<file path="src/rtl/i2s_tx_serializer.sv">
// I2S transmitter: small sample FIFO feeding a 64-bit-per-frame serializer.
// Each frame sends one sample duplicated into the left and right slots, MSB first.
module i2s_tx_serializer #(
   parameter int WD_IN      = 24,
   parameter int BCLK_DIV   = 4,
   parameter int FIFO_DEPTH = 4
) (
   input  logic                          sample_clock,
   input  logic                          reset,
   input  logic [WD_IN-1:0]              input_sample,
   input  logic                          in_valid,
   output logic                          in_ready,
   output logic                          bclk,
   output logic                          lrclk,
   output logic                          sdata,
   output logic                          underrun,
   output logic [$clog2(FIFO_DEPTH):0]   fifo_level
);

   localparam int AW = $clog2(FIFO_DEPTH);
   localparam int LW = AW + 1;
   localparam int DW = (BCLK_DIV > 2) ? $clog2(BCLK_DIV) : 1;
   localparam int IW = $clog2(WD_IN);
   localparam logic [DW-1:0] DIV_MAX = DW'(BCLK_DIV - 1);
   localparam logic [LW-1:0] LVL_FULL = LW'(FIFO_DEPTH);

   logic [DW-1:0]              div_cnt_q, div_cnt_d;
   logic                       bclk_q, bclk_d;
   logic [5:0]                 bit_cnt_q, bit_cnt_d;
   logic                       lrclk_q, lrclk_d;
   logic                       sdata_q, sdata_d;
   logic                       underrun_q, underrun_d;
   logic signed [WD_IN-1:0]    shadow_q, shadow_d;
   logic signed [WD_IN-1:0]    mem_q [FIFO_DEPTH];
   logic [AW-1:0]              wr_ptr_q, wr_ptr_d;
   logic [AW-1:0]              rd_ptr_q, rd_ptr_d;
   logic [LW-1:0]              level_q, level_d;

   logic fall;
   logic frame_start;
   logic push;
   logic pop;
   logic fifo_empty;

   // Slot bit p (1..WD_IN) carries word[WD_IN-p]; slot 0 and the tail pad are zero.
   function automatic logic slot_bit(input logic signed [WD_IN-1:0] word,
                                     input logic [4:0] p);
      int pos;
      logic [IW-1:0] idx;
      pos = int'(p);
      slot_bit = 1'b0;
      idx = '0;
      if (pos >= 1 && pos <= WD_IN) begin
         idx = IW'(WD_IN - pos);
         slot_bit = word[idx];
      end
   endfunction

   assign fifo_empty  = (level_q == '0);
   assign in_ready    = (level_q != LVL_FULL);
   assign push        = in_valid && in_ready;
   assign fall        = (div_cnt_q == DIV_MAX) && bclk_q;
   assign frame_start = fall && (bit_cnt_q == 6'd63);
   // A same-cycle push never feeds the pop: emptiness is judged on the old level.
   assign pop         = frame_start && !fifo_empty;

   always_comb begin
      div_cnt_d  = div_cnt_q + DW'(1);
      bclk_d     = bclk_q;
      bit_cnt_d  = bit_cnt_q;
      lrclk_d    = lrclk_q;
      sdata_d    = sdata_q;
      underrun_d = 1'b0;
      shadow_d   = shadow_q;
      wr_ptr_d   = wr_ptr_q;
      rd_ptr_d   = rd_ptr_q;
      level_d    = level_q;

      if (div_cnt_q == DIV_MAX) begin
         div_cnt_d = '0;
         bclk_d    = ~bclk_q;
      end

      if (fall) begin
         bit_cnt_d = bit_cnt_q + 6'd1;
         lrclk_d   = bit_cnt_d[5];
         sdata_d   = slot_bit(shadow_q, bit_cnt_d[4:0]);
      end

      if (frame_start) begin
         if (fifo_empty) begin
            shadow_d   = '0;
            underrun_d = 1'b1;
         end else begin
            shadow_d = mem_q[rd_ptr_q];
         end
      end

      if (push) wr_ptr_d = wr_ptr_q + AW'(1);
      if (pop)  rd_ptr_d = rd_ptr_q + AW'(1);

      case ({push, pop})
         2'b10:   level_d = level_q + LW'(1);
         2'b01:   level_d = level_q - LW'(1);
         default: level_d = level_q;
      endcase
   end

   always_ff @(posedge sample_clock) begin
      if (reset) begin
         div_cnt_q  <= '0;
         bclk_q     <= 1'b0;
         bit_cnt_q  <= 6'd63;
         lrclk_q    <= 1'b0;
         sdata_q    <= 1'b0;
         underrun_q <= 1'b0;
         shadow_q   <= '0;
         wr_ptr_q   <= '0;
         rd_ptr_q   <= '0;
         level_q    <= '0;
      end else begin
         div_cnt_q  <= div_cnt_d;
         bclk_q     <= bclk_d;
         bit_cnt_q  <= bit_cnt_d;
         lrclk_q    <= lrclk_d;
         sdata_q    <= sdata_d;
         underrun_q <= underrun_d;
         shadow_q   <= shadow_d;
         wr_ptr_q   <= wr_ptr_d;
         rd_ptr_q   <= rd_ptr_d;
         level_q    <= level_d;
      end
   end

   // Storage needs no reset: occupancy is tracked by the pointers and level.
   always_ff @(posedge sample_clock) begin
      if (push) mem_q[wr_ptr_q] <= input_sample;
   end

   assign bclk       = bclk_q;
   assign lrclk      = lrclk_q;
   assign sdata      = sdata_q;
   assign underrun   = underrun_q;
   assign fifo_level = level_q;

endmodule

</file>
<file path="config.mk">
export PLATFORM = sky130hd
export DESIGN_NAME = i2s_tx_serializer
export DESIGN_NICKNAME = d
export VERILOG_FILES = /design/src/rtl/i2s_tx_serializer.sv
export SDC_FILE = /design/constraint.sdc
export NUM_CORES = 1
export LEC_CHECK = 0
export CAP_MARGIN = 30
export CORE_MARGIN = 5
export CORE_UTILIZATION = 45
export DETAILED_ROUTE_END_ITERATION = 12
export GPL_TIMING_DRIVEN = 0
export MAX_ROUTING_LAYER = met4
export SLEW_MARGIN = 20
export SYNTH_ARGS = -nofsm -noshare
export SYNTH_HDL_FRONTEND = slang
export SYNTH_SLANG_ARGS = --single-unit
</file>
<file path="constraint.sdc">
create_clock -name sample_clock -period 3.2 [get_ports sample_clock]
set_clock_uncertainty 0.05 [all_clocks]
set_input_delay 0.64 -clock sample_clock [delete_from_list [all_inputs] [get_ports sample_clock]]
set_output_delay 0.64 -clock sample_clock [all_outputs]
set_load 0.03 [all_outputs]
</file>
# After elaboration in Yosys (flattened, before gate mapping)
# Memories as Yosys holds them, arrays and structs flattened. A register that Yosys moved wholly into a read port is not among the register bits.
# Cells that the tools add are included.
word_totals:
  ff_bits: 43
  ramBits: 96
  output_inout_bits: 8
  memories: 1
op_classes:
  add_sub_neg: 7
  order_cmp: 3
  n_eq_ne: 5
  n_mux: 10
  n_bitwise: 2
  n_reduce_logical: 10
mem_list:
  columns: ["name", "words", "width", "read_ports", "rd_ports_with_merged_regs", "write_ports", "line", "source"]
  rows:
  - ["mem_q", 4, 24, 1, 1, 1, "34", "logic signed [WD_IN-1:0] mem_q [FIFO_DEPTH];"]
op_table:
  columns: ["op", "n"]
  rows:
  - ["24-bit 2-to-1 mux", 1]
  - ["2-bit by 1-bit adder with 2-bit output, second input constant", 3]
  - ["6-bit by 1-bit adder with 6-bit output, second input constant", 1]
  - ["6-bit equality test, second input constant", 1]
  - ["5-bit by 6-bit < comparator with 1-bit output, second input constant", 1]
  - ["3-bit one-hot mux with 2 select lines", 1]
  - ["1-bit binary-select mux with 5-bit select", 1]
  - ["5-bit by 1-bit greater-or-equal comparator with 1-bit output, second input constant", 1]
  - ["5-bit <= comparator, second input constant", 1]
  - ["1-bit logical AND", 5]
  - ["1-bit 2-to-1 mux", 5]
  - ["5-bit subtractor, first input constant", 1]
  - ["2-bit equality test, second input constant", 2]
  - ["2-bit 2-to-1 mux", 2]
  - ["2-bit OR reduction", 2]
  - ["3-bit by 1-bit adder with 3-bit output, second input constant", 1]
  - ["3-bit logical NOT", 1]
  - ["3-bit inequality test, second input constant", 1]
  - ["3-bit by 1-bit subtractor with 3-bit output, second input constant", 1]
  - ["2-bit by 1-bit equality test with 1-bit output, second input constant", 1]
  - ["1-bit inverter", 2]
  - ["2-bit nonzero test", 1]
  - ["1-bit logical NOT", 1]

# Logic depth before layout (Yosys ltp)
# Gate-level depths: netlist of run 1.
logic_depth:
  ltp_word: 6
  ltp_mapped: 12
  ltp_nobuf: 10

# Worst setup path after synthesis of run 1
# No wires, ideal clock.
synth_path:
  kind: "register -> register"
  startpoint: "reg bclk_q (netlist: bclk)"
  endpoint: "reg level_q[2] (netlist: fifo_level[2])"
  setup_ns: 0.070
  arrival_ns: 2.683
  slack_ns: 0.397
  path_stages_with_launch: 11
  synth_period_minus_slack_ns: 2.803
  cell_sequence: "dfxtp_1 nand2_1 buf_2 nor4_4 buf_4 ha_1 inv_1 fa_1 xor2_1 or3_1 a21oi_1"
synth_via:
  elab_chain_cells: 5
synth_rtl:
  columns: ["item", "line", "source"]
  rows:
  - ["from (decl)", "28", "logic bclk_q, bclk_d;"]
  - ["from (signal assigned)", "123", "bclk_q <= bclk_d;"]
  - ["1-bit logical AND (*)", "62", "assign fall = (div_cnt_q == DIV_MAX) && bclk_q;"]
  - ["1-bit logical AND (*)", "63", "assign frame_start = fall && (bit_cnt_q == 6'd63);"]
  - ["1-bit logical AND (*)", "65", "assign pop = frame_start && !fifo_empty;"]
  - ["via pop", "42", "logic pop;"]
  - ["2-bit by 1-bit equality test with 1-bit output or 2-bit equality test (tied branches)", "102", "case ({push, pop})"]
  - ["3-bit one-hot mux with 2 select lines or 2-bit nonzero test (tied branches)", null, null]
  - ["to (signal assigned)", "131", "level_q <= level_d;"]
  - ["to (decl)", "37", "logic [LW-1:0] level_q, level_d;"]
# Mark *: on every way through the listed nets, which the timed path passes. The rest lies on a longest branch.
# A chain may end at the register's enable or synchronous reset.

# Final worst setup path of run 1
layout_path:
  startpoint: "reg div_cnt_q[0]"
  endpoint: "reg level_q[2] (netlist: fifo_level[2])"
layout_via:
  elab_chain_cells: 6
layout_rtl:
  columns: ["item", "line", "source"]
  rows:
  - ["from (decl)", "27", "logic [DW-1:0] div_cnt_q, div_cnt_d;"]
  - ["from (signal assigned)", "122", "div_cnt_q <= div_cnt_d;"]
  - ["2-bit equality test (*)", "62", null]
  - ["1-bit logical AND (*)", "62", null]
  - ["1-bit logical AND (*)", "63", null]
  - ["1-bit logical AND (*)", "65", null]
  - ["via pop", "42", null]
  - ["2-bit by 1-bit equality test with 1-bit output or 2-bit equality test (tied branches)", "102", null]
  - ["3-bit one-hot mux with 2 select lines or 2-bit nonzero test (tied branches)", null, null]
# Marked as above.

==> results of run 1 <==
cells in the final DEF (no fill, tap or decap), drive strengths merged, types with 3 or more instances in the layout:
master | synthesis | routed
nor3 | 7 | 7
nor3b | 3 | 3
nor2 | 38 | 38
clkdlybuf4s50 | 0 | 33
a211o | 3 | 3
dfxtp | 45 | 45
a22oi | 24 | 24
mux2i | 10 | 10
nand3 | 3 | 3
nand2b | 4 | 4
edfxtp | 96 | 96
buf | 15 | 21
and3 | 8 | 8
a21oi | 6 | 6
nand2 | 7 | 7
ha | 8 | 8
mux4 | 26 | 26
clkbuf | 10 | 33
xor2 | 4 | 4
xnor2 | 8 | 8
inv | 8 | 8
clkinv | 0 | 7
state kept, by name (all words and copies together), names as in the netlist, named ones only:
name and flops:
bclk 1, wr_ptr_q 2, bit_cnt_q 6, div_cnt_q 2, mem_q 96, shadow_q 24, underrun 1, lrclk 1
rd_ptr_q 2, fifo_level 3, sdata 1
final cells by class:
type,count,area (µm²),area share [%]
sequential,141,3784,55.48
multi-input combinational,186,1688,24.75
clock buffer,23,478.0,7.008
timing repair buffer,39,425.4,6.237
tap,168,210.2,3.082
buffer,25,141.4,2.073
clock inverter,9,63.81,0.9356
inverter,8,30.03,0.4403
Yosys cell counts (2+ instances only):
master	instances
a211o_1	3
a21oi_1	6
a22oi_1	24
and3_1	8
buf_2	10
buf_4	3
clkbuf_1	10
dfxtp_1	45
edfxtp_1	96
ha_1	8
inv_1	7
mux2i_1	10
mux4_2	26
nand2_1	7
nand2b_1	4
nand3_1	3
nor2_1	38
nor3_1	7
nor3b_1	3
o21ai_0	2
o21bai_1	2
or3_1	2
xnor2_1	8
xor2_1	4
power by group through the flow:
stage	sequential (µW)	combinational (µW)	clock, µW
after floorplan	2080	105	0
after global placement	2080	199	0
after detailed placement	2080	218	0
after CTS	2040	219	1790
after global routing	2050	234	1880
final	2040	214	1750
repair_timing:
item                       CTS  global route
gates resized for setup      0             0
setup endpoints to repair    0             1
buffers inserted             0             2
stage by stage:
stage / std cells / cell area (µm²)
floorplan: 360 / 5638
global placement: 561 / 6178
detailed placement: 565 / 6264
CTS: 597 / 6805
global route: 599 / 6820
finish: 599 / 6820
routing by layer:
layer / up-vias / GRT usage (%) / routed length [µm]
met5: - / - / 0
met4: 0 / 5.042 / 129
met3: 11 / 5.571 / 378
met2: 50 / 25.97 / 5258
met1: 1575 / 19.64 / 4822
li1: 1499 / - / -
path summary, 6_finish.rpt:
path	cells after the start	from	endpoint	slack, ns
hold / removal	1	div_cnt_q[0]	div_cnt_q[0]	0.38
hold reg to reg	1	div_cnt_q[0]	div_cnt_q[0]	0.38
setup reg to reg	12	div_cnt_q[0]	fifo_level[2]	0.39
setup / recovery	12	div_cnt_q[0]	fifo_level[2]	0.39
logic make-up after synthesis:
group | count (synthesis)
simple gates | 82
xor+xnor | 12
buf+inv | 33
fa+ha+maj | 9
compound gates | 45
flops | 141
mux | 38
==> metrics.cfg, run 1 <==
[outcome]
outcome=completed

[power_and_ir_drop]
netSwitchingPower_uw=834.9
intPower_uw=3169
pwr-share-clk_pct=43.7
comb_power_share_pct=5.3
total_power_uw=4004
peakVddDrop_mv=0.4804
leakagePower_uw=0.002319
switching_share_pct=20.85
power_density_nw_per_um2=587.1
seqPwrFrac_pct=50.9

[die]
rows=40
dieWidth_um=121.9
num_io_pins=35
core_um2=12160
die_area_um2=14870
start_util_pct=46.36
die_h_um=121.9

[route]
vias_per_cell=5.234
drc=0
drt-wirelength-per-cell_um=17.68
first_iter_violations=201
wirelength_um=10590
ant_nets=0
drt_first_pass_iters=4
vias=3135

[grt]
grt_max_degree=25
grt_pass1_vias=3254
gr-total-overflow=0
grt_pass1_wl_um=17270
track_usage_pct=16.26
antenna_found_initial=0

[logic_synthesis]
synth_xor_xnor_area_share_pct=1.864
synth-async-reset-ratio_pct=0
ys_ff_latch=141
synthCells=360
ys_warn_count=0
synth_fa_ha_area_share_pct=2.130
syn_nets=396
netlist_area_um2=5638
synth_edf_count=96
synthMuxAreaShare_pct=12.56
yosysTopAreaCell=edfxtp_1
synth_compound_area_share_pct=5.859
synth_flop_cell=edfxtp_1
synth_top_family_by_area=multiplexers
synth.avg_cell_area_um2=15.66
yosysUniqueCellTypes=48
synth-seq-area-share_pct=67.11
synth-simple-area-share_pct=7.435
synth_top_area_share_pct=51.13
synth_area_leaders=edfxtp_1 (51%), dfxtp_1 (16%), mux4_2 (10%), a22oi_1 (3.2%), nor2_1 (2.5%)

[setup_path]
cp_slowest_cell=fa_1
slowest_delay_ns=0.38
crit_fanout=10
critical_path_class=reg2reg
end_kind=register
critPathBufInv=4
required_ns=3.49
cp_cell_sequence=ha_1 > buf_4 > nand2_1 > buf_2 > nor4_4 > buf_4 > ha_1 > inv_1 > fa_1 > xor2_1 > or3_1 > a21oi_1
cp_top_family=adder cells
critPathLaunchType=register
crit_arrival_ns=3.09

[layout]
nFillCells=994
final_util_pct=56.08
layout-drive-gt1-share_pct=19.72
area_growth_pct=20.97
fin_nets=454
diodes=0

[hold_path]
hold_path_class=reg2reg

[timing]
finalSetupViolations=0
hold_viol_final=0
period_needed_ns=2.807
slew_headroom_pct=56.97
slew_violations=0
timing.final.crit_share_pct=87.72
tns_ns=0
worst-slew-pin-transition_ns=0.6454
whs_ns=0.3812
setup_slack_ns=0.3929
rsz0062_at_grt=no
fmax_mhz=356.2

[cts]
clk_pin_slew_ns=0.05
cts_num_sinks=141
cts_hold_buf=0
clock_path_buffers=2
htreeDepth=4
cts_tree=built
clkLatencyLatePin_ns=0.41
cts_buffers=17
cts_root_buf=clkbuf_16

[place]
place_ws_ns=0.05436
routabilityCongestion=0.7578
dp_hpwl_um=6998
port_buffers=33

[job]
cap_violations=0

(Power assumes the default switching activity.)
==> run 2: changes to the inputs <==
--- a/config.mk
+++ b/config.mk
@@ -11,6 +11,7 @@
 export DETAILED_ROUTE_END_ITERATION = 12
 export GPL_TIMING_DRIVEN = 0
 export MAX_ROUTING_LAYER = met4
+export SETUP_SLACK_MARGIN = 0.15
 export SLEW_MARGIN = 20
 export SYNTH_ARGS = -nofsm -noshare
 export SYNTH_HDL_FRONTEND = slang
==> metrics.cfg, run 2 (same netlist as run 1, synthesis figures left out) <==
[outcome]
outcome=completed

[timing]
slew_violations=0  ; unchanged
whs_ns=0.3812  ; -0.000005000 ns
finalSetupViolations=0  ; unchanged
hold_viol_final=0  ; unchanged
tns_ns=0  ; unchanged
slew_headroom_pct=56.58  ; -0.40 points
fmax_mhz=360.3  ; +1.1%
worst-slew-pin-transition_ns=0.6513  ; +0.005937 ns
period_needed_ns=2.776  ; -0.03142 ns
rsz0062_at_grt=no
timing.final.crit_share_pct=86.74  ; -0.98 points

[route]
vias=3120  ; -0.48%
vias_per_cell=5.217  ; -0.31%
first_iter_violations=224  ; +11%
ant_nets=0  ; unchanged
drt-wirelength-per-cell_um=17.69  ; about the same
drt_first_pass_iters=4  ; unchanged
wirelength_um=10580  ; -0.10%
drc=0  ; unchanged

[cts]
cts_tree=built
clock_path_buffers=2  ; unchanged
cts_buffers=17  ; unchanged
cts.repair.resized=0  ; unchanged
htreeDepth=4  ; unchanged
cts_root_buf=clkbuf_16
cts_num_sinks=141  ; unchanged
clkLatencyLatePin_ns=0.41  ; about the same
clk_pin_slew_ns=0.05  ; about the same

[die]
die_h_um=121.9  ; unchanged
die_area_um2=14870  ; unchanged
dieWidth_um=121.9  ; unchanged
rows=40  ; unchanged
core_um2=12160  ; unchanged
start_util_pct=46.36  ; unchanged
num_io_pins=35  ; unchanged

[layout]
final_cell_mix=edfxtp_1 (96), dfxtp_1 (45), nor2_1 (38), clkdlybuf4s50_1 (33), mux4_2 (26)
area_growth_pct=20.84
nFillCells=996  ; +0.20%
final_util_pct=56.02  ; -0.062 points
regMostFlops=mem_q
diodes=0  ; unchanged
fin_nets=453  ; -0.22%
largest_reg_flops=96  ; unchanged
mostFrequentLayoutCell=edfxtp_1
layout-drive-gt1-share_pct=19.53  ; -0.19 points
reg.largest.list=mem_q: 96 flops, shadow_q: 24 flops, bit_cnt_q: 6 flops

[hold_path]
hold_path_class=reg2reg

[grt]
grt_pass1_wl_um=17260  ; about the same
gr-total-overflow=0  ; unchanged
track_usage_pct=16.25  ; about the same
grt_pass1_vias=3257  ; +0.092%
grt_max_degree=25  ; unchanged
antenna_found_initial=0  ; unchanged

[setup_path]
rrSetupSlack_ns=0.42  ; +0.03 ns
crit_fanout=10  ; unchanged
crit_arrival_ns=3.06  ; -0.03 ns
cp_top_family=adder cells
cp_slowest_cell=fa_1
required_ns=3.49  ; about the same
cp_cell_sequence=ha_1 > buf_4 > nand2_1 > buf_2 > nor4_4 > buf_4 > ha_1 > inv_1 > fa_1 > xor2_1 > or3_1 > a21oi_1
critical_path_class=reg2reg
critPathBufInv=4  ; unchanged
end_kind=register
slowest_delay_ns=0.38  ; about the same
critPathLaunchType=register

[place]
dp_hpwl_um=6998  ; unchanged
port_buffers=33  ; unchanged
routabilityCongestion=0.7578  ; unchanged

[job]
cap_violations=0  ; unchanged

[power_and_ir_drop]
power_density_nw_per_um2=588.0  ; +0.15%
peakVddDrop_mv=0.4798  ; -0.13%
leakagePower_uw=0.002314  ; -0.24%

-- run 2: cell types whose count changed in the layout (fill, tap and decap cells not counted) --
cell / change
buf_4: -1
-- run 2: worst register-to-register path: cells and delay by family, from the launching register on --
kind	cells	cell delay (ns)
simple gates	3	0.64
compound gates	1	0.13
buf+inv	4	0.66
flops	1	0.33
fa+ha+maj	3	0.72
xor+xnor	1	0.16
-- run 2: final cells by class --
class / count / area (µm²) / share of cell area [%]
Buffer: 25 / 141.4 / 2.075
Clock inverter: 9 / 63.81 / 0.9366
Clock buffer: 23 / 478.0 / 7.016
Multi-Input combinational cell: 186 / 1688 / 24.78
Inverter: 8 / 30.03 / 0.4408
Tap cell: 168 / 210.2 / 3.085
Timing Repair Buffer: 38 / 417.9 / 6.134
Sequential cell: 141 / 3784 / 55.54
-- run 2: where the power goes --
part	total (µW)	switching [µW]	internal (µW)
logic	214	114	99.8
clock network	1750	702	1050
registers	2040	20.0	2020
-- run 2: final timing paths --
kind	from	end	depth (start not counted)
worst max register to register	div_cnt_q[0]	fifo_level[2]	12
worst max-delay path	div_cnt_q[0]	fifo_level[2]	12
worst min register to register	div_cnt_q[0]	div_cnt_q[0]	1
worst min-delay path	div_cnt_q[0]	div_cnt_q[0]	1
-- run 2: timing repair --
action / in CTS / in global routing
hold buffers: 0 / 0
endpoints found under the setup margin: 1 / 0
buffers inserted: 1 / 0
-- run 2: metrics by stage --
stage | worst slack, ns | instance area (µm²) | power, µW | cells
floorplan | 0.3967 | 5638 | 2186 | 360
detailed placement | 0.05436 | 6264 | 2297 | 565
global route | 0.2486 | 6813 | 4161 | 598
finish | 0.4243 | 6813 | 4006 | 598
CTS | 0.4216 | 6813 | 4052 | 598
global placement | 0.1118 | 6178 | 2277 | 561
-- run 2: layer usage --
layer | global-route usage [%] | part of all wire [%] | vias up
li1 | - | - | 1501
met1 | 19.70 | 45 | 1551
met2 | 25.86 | 50 | 57
met3 | 5.571 | 3.8 | 11
met4 | 5.042 | 1.2 | 0
met5 | - | 0 | -
==> run 3: changes to the inputs <==
--- a/config.mk
+++ b/config.mk
@@ -7,10 +7,11 @@
 export LEC_CHECK = 0
 export CAP_MARGIN = 30
 export CORE_MARGIN = 5
-export CORE_UTILIZATION = 45
+export CORE_UTILIZATION = 59
 export DETAILED_ROUTE_END_ITERATION = 12
 export GPL_TIMING_DRIVEN = 0
 export MAX_ROUTING_LAYER = met4
+export PLACE_DENSITY = 0.79
 export SETUP_SLACK_MARGIN = 0.15
 export SLEW_MARGIN = 20
 export SYNTH_ARGS = -nofsm -noshare
==> metrics.cfg, run 3 (same netlist as run 1, synthesis figures left out) <==
[setup_path]
critical_path_class=reg2reg
ff2ff_path_depth=12  ; unchanged
r2r_end=fifo_level[2]
crit_cells=12  ; unchanged
crit_fanout=10  ; unchanged
cp_cell_sequence=ha_1 > buf_4 > nand2_1 > buf_2 > nor4_4 > buf_4 > ha_1 > inv_1 > fa_1 > xor2_1 > or3_1 > a21oi_1
required_ns=3.59  ; +0.10 ns
cp_slowest_cell=fa_1
cp_top_family=adder cells
critPathLaunchType=register
slowest_delay_ns=0.37  ; about the same
critPathLaunch=div_cnt_q[0]
r2r_start=div_cnt_q[0]
rrSetupSlack_ns=0.44  ; about the same
critPathBufInv=4  ; unchanged
end_kind=register
worstSetupEndpoint=fifo_level[2]
crit_arrival_ns=3.15  ; +0.09 ns

[layout]
largest_reg_flops=96  ; unchanged
fin_nets=449  ; -0.88%
area_growth_pct=19.13
layout-drive-gt1-share_pct=19.25  ; -0.29 points
mostFrequentLayoutCell=edfxtp_1
stdcell_count=555  ; -7.2%
regMostFlops=mem_q
reg.largest.list=mem_q: 96 flops, shadow_q: 24 flops, bit_cnt_q: 6 flops
diodes=0  ; unchanged
final_cell_mix=edfxtp_1 (96), dfxtp_1 (45), nor2_1 (38), clkdlybuf4s50_1 (33), mux4_2 (26)

[cts]
cts_tree=built
clk_pin_slew_ns=0.06  ; about the same
clkLatencyLatePin_ns=0.51  ; +0.10 ns
cts_root_buf=clkbuf_8
cts_buffers=17  ; unchanged
clock_path_buffers=2  ; unchanged
htreeDepth=4  ; unchanged
cts_num_sinks=141  ; unchanged

[route]
drt-wirelength-per-cell_um=18.19  ; +2.9%
wirelength_um=10100  ; -4.5%
first_iter_violations=333  ; +49%
drt_first_pass_iters=4  ; unchanged
ant_nets=0  ; unchanged
drc=0  ; unchanged
vias_per_cell=5.708  ; +9.4%
vias=3168  ; +1.5%

[power_and_ir_drop]
intPower_uw=3229  ; +1.9%
switching_share_pct=21.84  ; +0.96 points
leakagePower_uw=0.002291  ; -0.97%
power_density_nw_per_um2=615.1  ; +4.6%
peakVddDrop_mv=0.4840  ; +0.88%
comb_power_share_pct=4.8  ; -0.5 points
total_power_uw=4131  ; +3.1%
seqPwrFrac_pct=49.5  ; -1.4 points
netSwitchingPower_uw=902.4  ; +7.9%
pwr-share-clk_pct=45.8  ; +2.1 points

[grt]
track_usage_pct=19.77  ; +3.5 points
gr-total-overflow=0  ; unchanged
antenna_found_initial=0  ; unchanged
grt_pass1_wl_um=16590  ; -3.9%
grt_pass1_vias=3266  ; +0.28%
grt_max_degree=25  ; unchanged

[place]
post-place-cells=522  ; -7.6%
dp_hpwl_um=6451  ; -7.8%
port_buffers=33  ; unchanged
routabilityCongestion=0.8394  ; +11%

[die]
rows=35  ; -13%
core_um2=9284  ; -24%
die_area_um2=11610  ; -22%
die_h_um=107.8  ; -12%
start_util_pct=60.73  ; +14 points
num_io_pins=35  ; unchanged
dieWidth_um=107.8  ; -12%

[outcome]
outcome=completed

[hold_path]
worstHoldStart=div_cnt_q[0]
hold_path_class=reg2reg

[timing]
hold_viol_final=0  ; unchanged
slew_violations=0  ; unchanged
finalSetupViolations=0  ; unchanged
fmax_mhz=361.9  ; +0.46%
period_needed_ns=2.763  ; -0.01273 ns
rsz0062_at_grt=no
slew_headroom_pct=54.68  ; -1.9 points
tns_ns=0  ; unchanged
timing.final.crit_share_pct=86.34  ; -0.40 points
whs_ns=0.3774  ; -0.003830 ns
worst-slew-pin-transition_ns=0.6797  ; +0.02839 ns

[job]
cap_violations=0  ; unchanged

==> run 3: worst min-delay path by stage <==
stage	endpoint	cells past startpoint
after floorplan	div_cnt_q[0]	1
after global placement	div_cnt_q[0]	1
after detailed placement	div_cnt_q[0]	1
after CTS	div_cnt_q[0]	1
after global routing	div_cnt_q[0]	1
final	div_cnt_q[0]	1
==> run 3: power groups by stage <==
stage                     Clock, µW  Combinational (µW)  Sequential, µW
final                          1890                 196            2040
after global placement            0                 192            2080
after floorplan                   0                 105            2080
after global routing           2020                 215            2050
after CTS                      1920                 201            2040
after detailed placement          0                 198            2080
==> run 3: layout make-up <==
class / instances / area [µm²]
Buffer: 25 / 141.4
Clock buffer: 17 / 414.1
Clock inverter: 15 / 160.2
Fill cell: 605 / 2567
Inverter: 8 / 30.03
Multi-Input combinational cell: 186 / 1688
Sequential cell: 141 / 3784
Tap cell: 129 / 161.4
Timing Repair Buffer: 34 / 337.8
==> run 3: per-layer routing <==
layer  track usage (%)  wire length, µm
met4             6.492               70
met3             4.859              428
met5                 -                0
met2             31.13             5251
met1             25.53             4348
==> run 3: repair_timing <==
item                                   CTS  global route
endpoints found under the hold margin    0             0
hold buffers                             0             0
resized for setup                        0             0
setup endpoints to repair                1             0
setup buffers                            1             0
==> run 3: per-stage QoR <==
| stage | util (%) | setup WS [ns] | area [µm²] |
|---|---|---|---|
| after global routing | 72.35 | 0.2950 | 6716 |
| after CTS | 72.35 | 0.4338 | 6716 |
| after detailed placement | 66.08 | 0.08173 | 6135 |
| final | 72.35 | 0.4371 | 6716 |
| after global placement | 66.02 | 0.1472 | 6130 |
| after floorplan | - | 0.3967 | 5638 |
